==> src/rtl/lower_level_arbiter.sv <==
// lower_level_arbiter: round-robin share of one lower-level cache/memory port among NUM_REQ requesters
module lower_level_arbiter #(
  parameter int NUM_REQ        = 2,
  parameter int ADDR_LENGTH    = 10,
  parameter int BLOCK_SIZE     = 32,
  parameter int TIMEOUT_CYCLES = 255
) (
  input  logic                           clk,
  input  logic                           reset,
  input  logic [NUM_REQ-1:0]             req_enable,
  input  logic [NUM_REQ-1:0]             req_write,
  input  logic [NUM_REQ*ADDR_LENGTH-1:0] req_addr,
  input  logic [NUM_REQ*BLOCK_SIZE-1:0]  req_data,
  output logic [NUM_REQ-1:0]             req_fetchReceive,
  output logic [BLOCK_SIZE-1:0]          req_data_out,
  output logic                           low_enable,
  output logic                           low_write,
  output logic [ADDR_LENGTH-1:0]         low_addr,
  output logic [BLOCK_SIZE-1:0]          low_data_out,
  input  logic [BLOCK_SIZE-1:0]          low_data_in,
  input  logic                           low_fetchComplete,
  output logic                           busy,
  output logic [$clog2(NUM_REQ)-1:0]     grant_id,
  output logic                           timeout_err
);
  localparam int IW = $clog2(NUM_REQ);
  localparam int CW = $clog2(TIMEOUT_CYCLES + 1);
  localparam logic [IW:0] NR = (IW+1)'(NUM_REQ);
  typedef enum logic [1:0] {S_IDLE, S_WAIT, S_REL} state_e;
  state_e state_q, state_d;
  logic [IW-1:0] last_q, last_d, grant_q, grant_d, pick;
  logic [IW:0] idx;
  logic found, done, expire;
  logic [CW-1:0] cnt_q, cnt_d;
  logic [NUM_REQ-1:0] recv_q, recv_d;
  logic [BLOCK_SIZE-1:0] rdata_q, rdata_d, wdata_q, wdata_d;
  logic [ADDR_LENGTH-1:0] addr_q, addr_d;
  logic en_q, en_d, wr_q, wr_d, tout_q, tout_d;
  // search starts one past the last grant so a lingering requester yields to the others
  always_comb begin
    found = 1'b0;
    pick = '0;
    idx = '0;
    for (int k = 1; k <= NUM_REQ; k++) begin
      idx = {1'b0, last_q} + (IW+1)'(k);
      idx = idx >= NR ? idx - NR : idx;
      if (!found && req_enable[idx[IW-1:0]]) begin
        found = 1'b1;
        pick = idx[IW-1:0];
      end
    end
  end
  assign done   = state_q == S_WAIT && low_fetchComplete;
  assign expire = state_q == S_WAIT && !low_fetchComplete && cnt_q == CW'(TIMEOUT_CYCLES - 1);
  always_ff @(posedge clk) begin
    if (!reset) state_q <= S_IDLE;
    else state_q <= state_d;
  end
  always_comb begin
    state_d = state_q == S_IDLE ? (found ? S_WAIT : S_IDLE) :
              state_q == S_WAIT ? (done || expire ? S_REL : S_WAIT) : S_IDLE;
  end
  always_comb begin
    last_d  = last_q;
    grant_d = grant_q;
    addr_d  = addr_q;
    wr_d    = wr_q;
    wdata_d = wdata_q;
    if (state_q == S_IDLE && found) begin
      last_d  = pick;
      grant_d = pick;
      addr_d  = req_addr[pick*ADDR_LENGTH +: ADDR_LENGTH];
      wr_d    = req_write[pick];
      wdata_d = req_data[pick*BLOCK_SIZE +: BLOCK_SIZE];
    end
    en_d = state_d == S_WAIT;
    cnt_d = state_q == S_WAIT ? cnt_q + CW'(1) : '0;
    recv_d = '0;
    if (done) recv_d[grant_q] = 1'b1;
    rdata_d = done && !wr_q ? low_data_in : rdata_q;
    tout_d = tout_q | expire;
  end
  always_ff @(posedge clk) begin
    if (!reset) begin
      last_q  <= IW'(NUM_REQ - 1);
      grant_q <= '0;
      addr_q  <= '0;
      wr_q    <= 1'b0;
      wdata_q <= '0;
      en_q    <= 1'b0;
      cnt_q   <= '0;
      recv_q  <= '0;
      rdata_q <= '0;
      tout_q  <= 1'b0;
    end else begin
      last_q  <= last_d;
      grant_q <= grant_d;
      addr_q  <= addr_d;
      wr_q    <= wr_d;
      wdata_q <= wdata_d;
      en_q    <= en_d;
      cnt_q   <= cnt_d;
      recv_q  <= recv_d;
      rdata_q <= rdata_d;
      tout_q  <= tout_d;
    end
  end
  assign req_fetchReceive = recv_q;
  assign req_data_out     = rdata_q;
  assign low_enable       = en_q;
  assign low_write        = wr_q;
  assign low_addr         = addr_q;
  assign low_data_out     = wdata_q;
  assign busy             = state_q != S_IDLE;
  assign grant_id         = grant_q;
  assign timeout_err      = tout_q;
endmodule
==> config.mk <==
export PLATFORM = sky130hd
export DESIGN_NAME = lower_level_arbiter
export DESIGN_NICKNAME = d
export VERILOG_FILES = /design/src/rtl/lower_level_arbiter.sv
export SDC_FILE = /design/constraint.sdc
export NUM_CORES = 1
export LEC_CHECK = 0
export CAP_MARGIN = 10
export CORE_ASPECT_RATIO = 1.1
export CORE_MARGIN = 1.5
export CORE_UTILIZATION = 40
export DETAILED_ROUTE_END_ITERATION = 12
export PLACE_DENSITY = 0.81
export SLEW_MARGIN = 15
export SYNTH_ARGS = -nofsm -noshare
export SYNTH_HDL_FRONTEND = slang
export SYNTH_SLANG_ARGS = --single-unit
==> constraint.sdc <==
create_clock -name clk -period 1.6 [get_ports clk]
set_input_delay 0.32 -clock clk [delete_from_list [all_inputs] [get_ports clk]]
set_output_delay 0.32 -clock clk [all_outputs]
set_load 0.005 [all_outputs]
==> results.sh <==
export IMPL_powerDensity_nw_per_um2=891.2
export IMPL_synth_seq_cells=91
export IMPL_hold_viol_final=0
export IMPL_ys_warn_count=0
export IMPL_drive_above_1_share_pct=9.861
export IMPL_rsz0062_at_grt="no"
export IMPL_cts_tree="yes"
export IMPL_wl_per_cell_um=15.10
export IMPL_place_hpwl_um=8379
export IMPL_grt_overflow=0
export IMPL_critPathSlowestCell="clkdlybuf4s50_1"
export IMPL_worstReg2RegStart="state_q[1]$_SDFF_PN0_"
export IMPL_cts_hold_buf=0
export IMPL_fp_dieH_um=106.5
export IMPL_startpoint_type="register"
export IMPL_vias_per_cell=5.205
export IMPL_h_tree_depth=3
export IMPL_finish_net_count=772
export IMPL_grt_pass1_vias=3944
export IMPL_core_area_um2=9398
export IMPL_num_vias=3987
export IMPL_seq_area_frac_synth_pct=46.79
export IMPL_io_pins=204
export IMPL_worst_setup_path_end_kind="primary output"
export IMPL_wirelength_um=11560
export IMPL_grt_max_degree=46
export IMPL_synth_flop_cell="dfxtp_1"
export IMPL_post_dp_cell_area_um2=6065
export IMPL_synth_edf_count=0
export IMPL_fp_dieArea_um2=10340
export IMPL_syn_area_per_cell_um2=8.653
export IMPL_fmax_mhz=639.2
export IMPL_fin_skew_ns=0.01404
export IMPL_status="finished clean"
export IMPL_drc_errors=0
export IMPL_yosysUniqueCellTypes=32
export IMPL_synth_nets=575
export IMPL_worst_slew_pin_slew_ns=0.4776
export IMPL_firstDrtPassIters=4
export IMPL_cap_violations=0
export IMPL_cp_max_fo=2
export IMPL_cp_top_family="buffers and inverters"
export IMPL_p_leak_nw=2.274
export IMPL_path_clk_slew_ns=0.09
export IMPL_fin_util_pct=66.32
export IMPL_grt_first_pass_wirelength_um=18570
export IMPL_io_buffers=203
export IMPL_r2r_slack_ns=0.14
export IMPL_antenna_found_initial=0
export IMPL_postCtsSetupRepairBufs=0
export IMPL_track_usage_pct=21.85
export IMPL_clkLatencyLatePin_ns=0.34
export IMPL_final_cells=766
export IMPL_antenna_cells=0
export IMPL_worstPathArrival_ns=1.24
export IMPL_fin_crit_ns=1.565
export IMPL_syn_area_um2=3894
export IMPL_slew_viol_final=0
export IMPL_ir_worst_vdd_mv=0.5035
export IMPL_place_inst=753
export IMPL_reg2reg_to="low_data_out[14]$_SDFFE_PN0P_"
export IMPL_row_count=37
export IMPL_setup_violations=0
export IMPL_cts_root_buf="clkbuf_8"
export IMPL_finalSetupTns_ns=0
export IMPL_critPathMaxStageDelay_ns=0.52
export IMPL_hold_path_class="reg2reg"
export IMPL_start_util_pct=41.43
export IMPL_path_buf_inv=1
export IMPL_holdPathEnd="req_data_out[28]$_SDFFE_PN0P_"
export IMPL_fin_area_um2=6232
export IMPL_required_ns=1.28
export IMPL_clockBufferDepth=2
export IMPL_min_period_over_period_pct=97.78
export IMPL_ff2ff_path_depth=4
export IMPL_path_cells="clkdlybuf4s50_1"
export IMPL_die_w_um=97.07
export IMPL_place_gp_congestion=0.8095
export IMPL_holdPathStages=2
export IMPL_critical_path_class="reg2out"
export IMPL_area_growth_pct=60.06
export IMPL_hp_start="req_data_out[28]$_SDFFE_PN0P_"
export IMPL_async_flop_share_pct=0
export IMPL_numCtsBuffers=9
export IMPL_first_iter_violations=145
export IMPL_max_slew_margin_pct=68.16
export IMPL_syn_instance_count=450
export IMPL_clock_sinks=91
export IMPL_detail_route_antenna_nets=0
## report_power, final
part | internal (mW) | total [mW] | switching (mW)
logic | 0.891 | 1.53 | 0.642
clock network | 0.689 | 1.43 | 0.745
registers | 2.47 | 2.59 | 0.120
## synthesized netlist by cell type (2+ instances only)
cell type	number	share of area [%]
a21oi_1	79	10
a311oi_1	20	4.5
a311oi_2	23	8.9
buf_2	11	1.4
buf_4	9	1.7
buf_6	10	2.9
clkbuf_1	8	0.77
dfxtp_1	91	47
ha_1	2	0.64
inv_1	2	0.19
nand2_1	153	15
nand3_1	6	0.77
nor2_1	8	0.77
nor2_4	2	0.58
o21ai_0	5	0.64
o31ai_1	2	0.39
or3_1	3	0.48
xor2_1	2	0.45
## logic make-up after synthesis
logic type / count (synthesis) / share of synthesized area [%]
flip-flops: 91 / 46.79
adder cells (fa/ha/maj): 2 / 0.6426
XOR/XNOR: 3 / 0.6749
AND/OR/NAND/NOR: 180 / 19.09
buffers and inverters: 41 / 7.101
AO/OA/AOI/OAI: 133 / 25.71
## worst max path at each step
stage / startpoint / end / slack (ns) / cells after the start
6_report: low_data_out[18]$_SDFFE_PN0P_ / low_data_out[18] / 0.04 / 1
5_1_grt: low_data_out[8]$_SDFFE_PN0P_ / low_data_out[8] / 0.008 / 1
4_1_cts: low_data_out[0]$_SDFFE_PN0P_ / low_data_out[0] / 0.03 / 1
3_5_place_dp: req_enable[0] / low_data_out[26]$_SDFFE_PN0P_ / -0.21 / 5
3_3_place_gp: req_enable[0] / low_data_out[6]$_SDFFE_PN0P_ / -0.14 / 5
2_1_floorplan: state_q[1]$_SDFF_PN0_ / low_addr[7]$_SDFFE_PN0P_ / 0.41 / 5
## layer usage
layer	GRT usage, %	vias to the layer above	wire [um]
li1	-	1955	-
met1	25.20	1829	4697
met2	37.91	184	5728
met3	6.377	19	923
met4	8.903	0	215
met5	0	-	0
## layout by cell type (no fill, tap or decap), drive strengths merged, types with 2 or more instances in the layout
| master | n |
|---|---|
| ha | 2 |
| a311oi | 43 |
| a21oi | 79 |
| dlygate4sd2 | 3 |
| clkbuf | 9 |
| clkdlybuf4s50 | 200 |
| nand2 | 153 |
| dfxtp | 91 |
| o21ai | 5 |
| inv | 3 |
| xor2 | 2 |
| buf | 21 |
| nand3 | 6 |
| or3 | 3 |
| clkinv | 3 |
| o31ai | 2 |
| nor2 | 10 |
## state kept, by name, summed over array words and instances, names as in the netlist
| register | cells |
|---|---|
| low_write | 1 |
| low_addr | 10 |
| grant_id | 1 |
| timeout_err | 1 |
| low_enable | 1 |
| state_q | 2 |
| req_fetchReceive | 2 |
| req_data_out | 32 |
| cnt_q | 8 |
| low_data_out | 32 |
| last_q | 1 |
## layout make-up
class	instances	area, um^2
sequential	91	1824
timing repair buffer	224	2286
clock buffer	9	123.9
tap	117	146.4
inverter	3	11.26
clock inverter	4	45.04
fill	763	3166
multi-input combinational	318	1795
## repair_timing
item | 4_1_cts | 5_1_grt
resized for setup | 5 | 0
endpoints found under the setup margin | 3 | 0
hold endpoints to repair | 0 | 0
## through the flow
step | hold WS, ns | total power [mW] | setup slack (ns)
2_1_floorplan | 0.3918 | 3.303 | 0.4055
3_3_place_gp | 0.4410 | 4.142 | -0.1371
3_5_place_dp | 0.4484 | 4.175 | -0.2122
4_1_cts | 0.4616 | 5.611 | 0.03070
5_1_grt | 0.4749 | 5.813 | 0.007729
6_report | 0.4575 | 5.554 | 0.03550
Note: power is estimated with default switching activity, not from simulation.
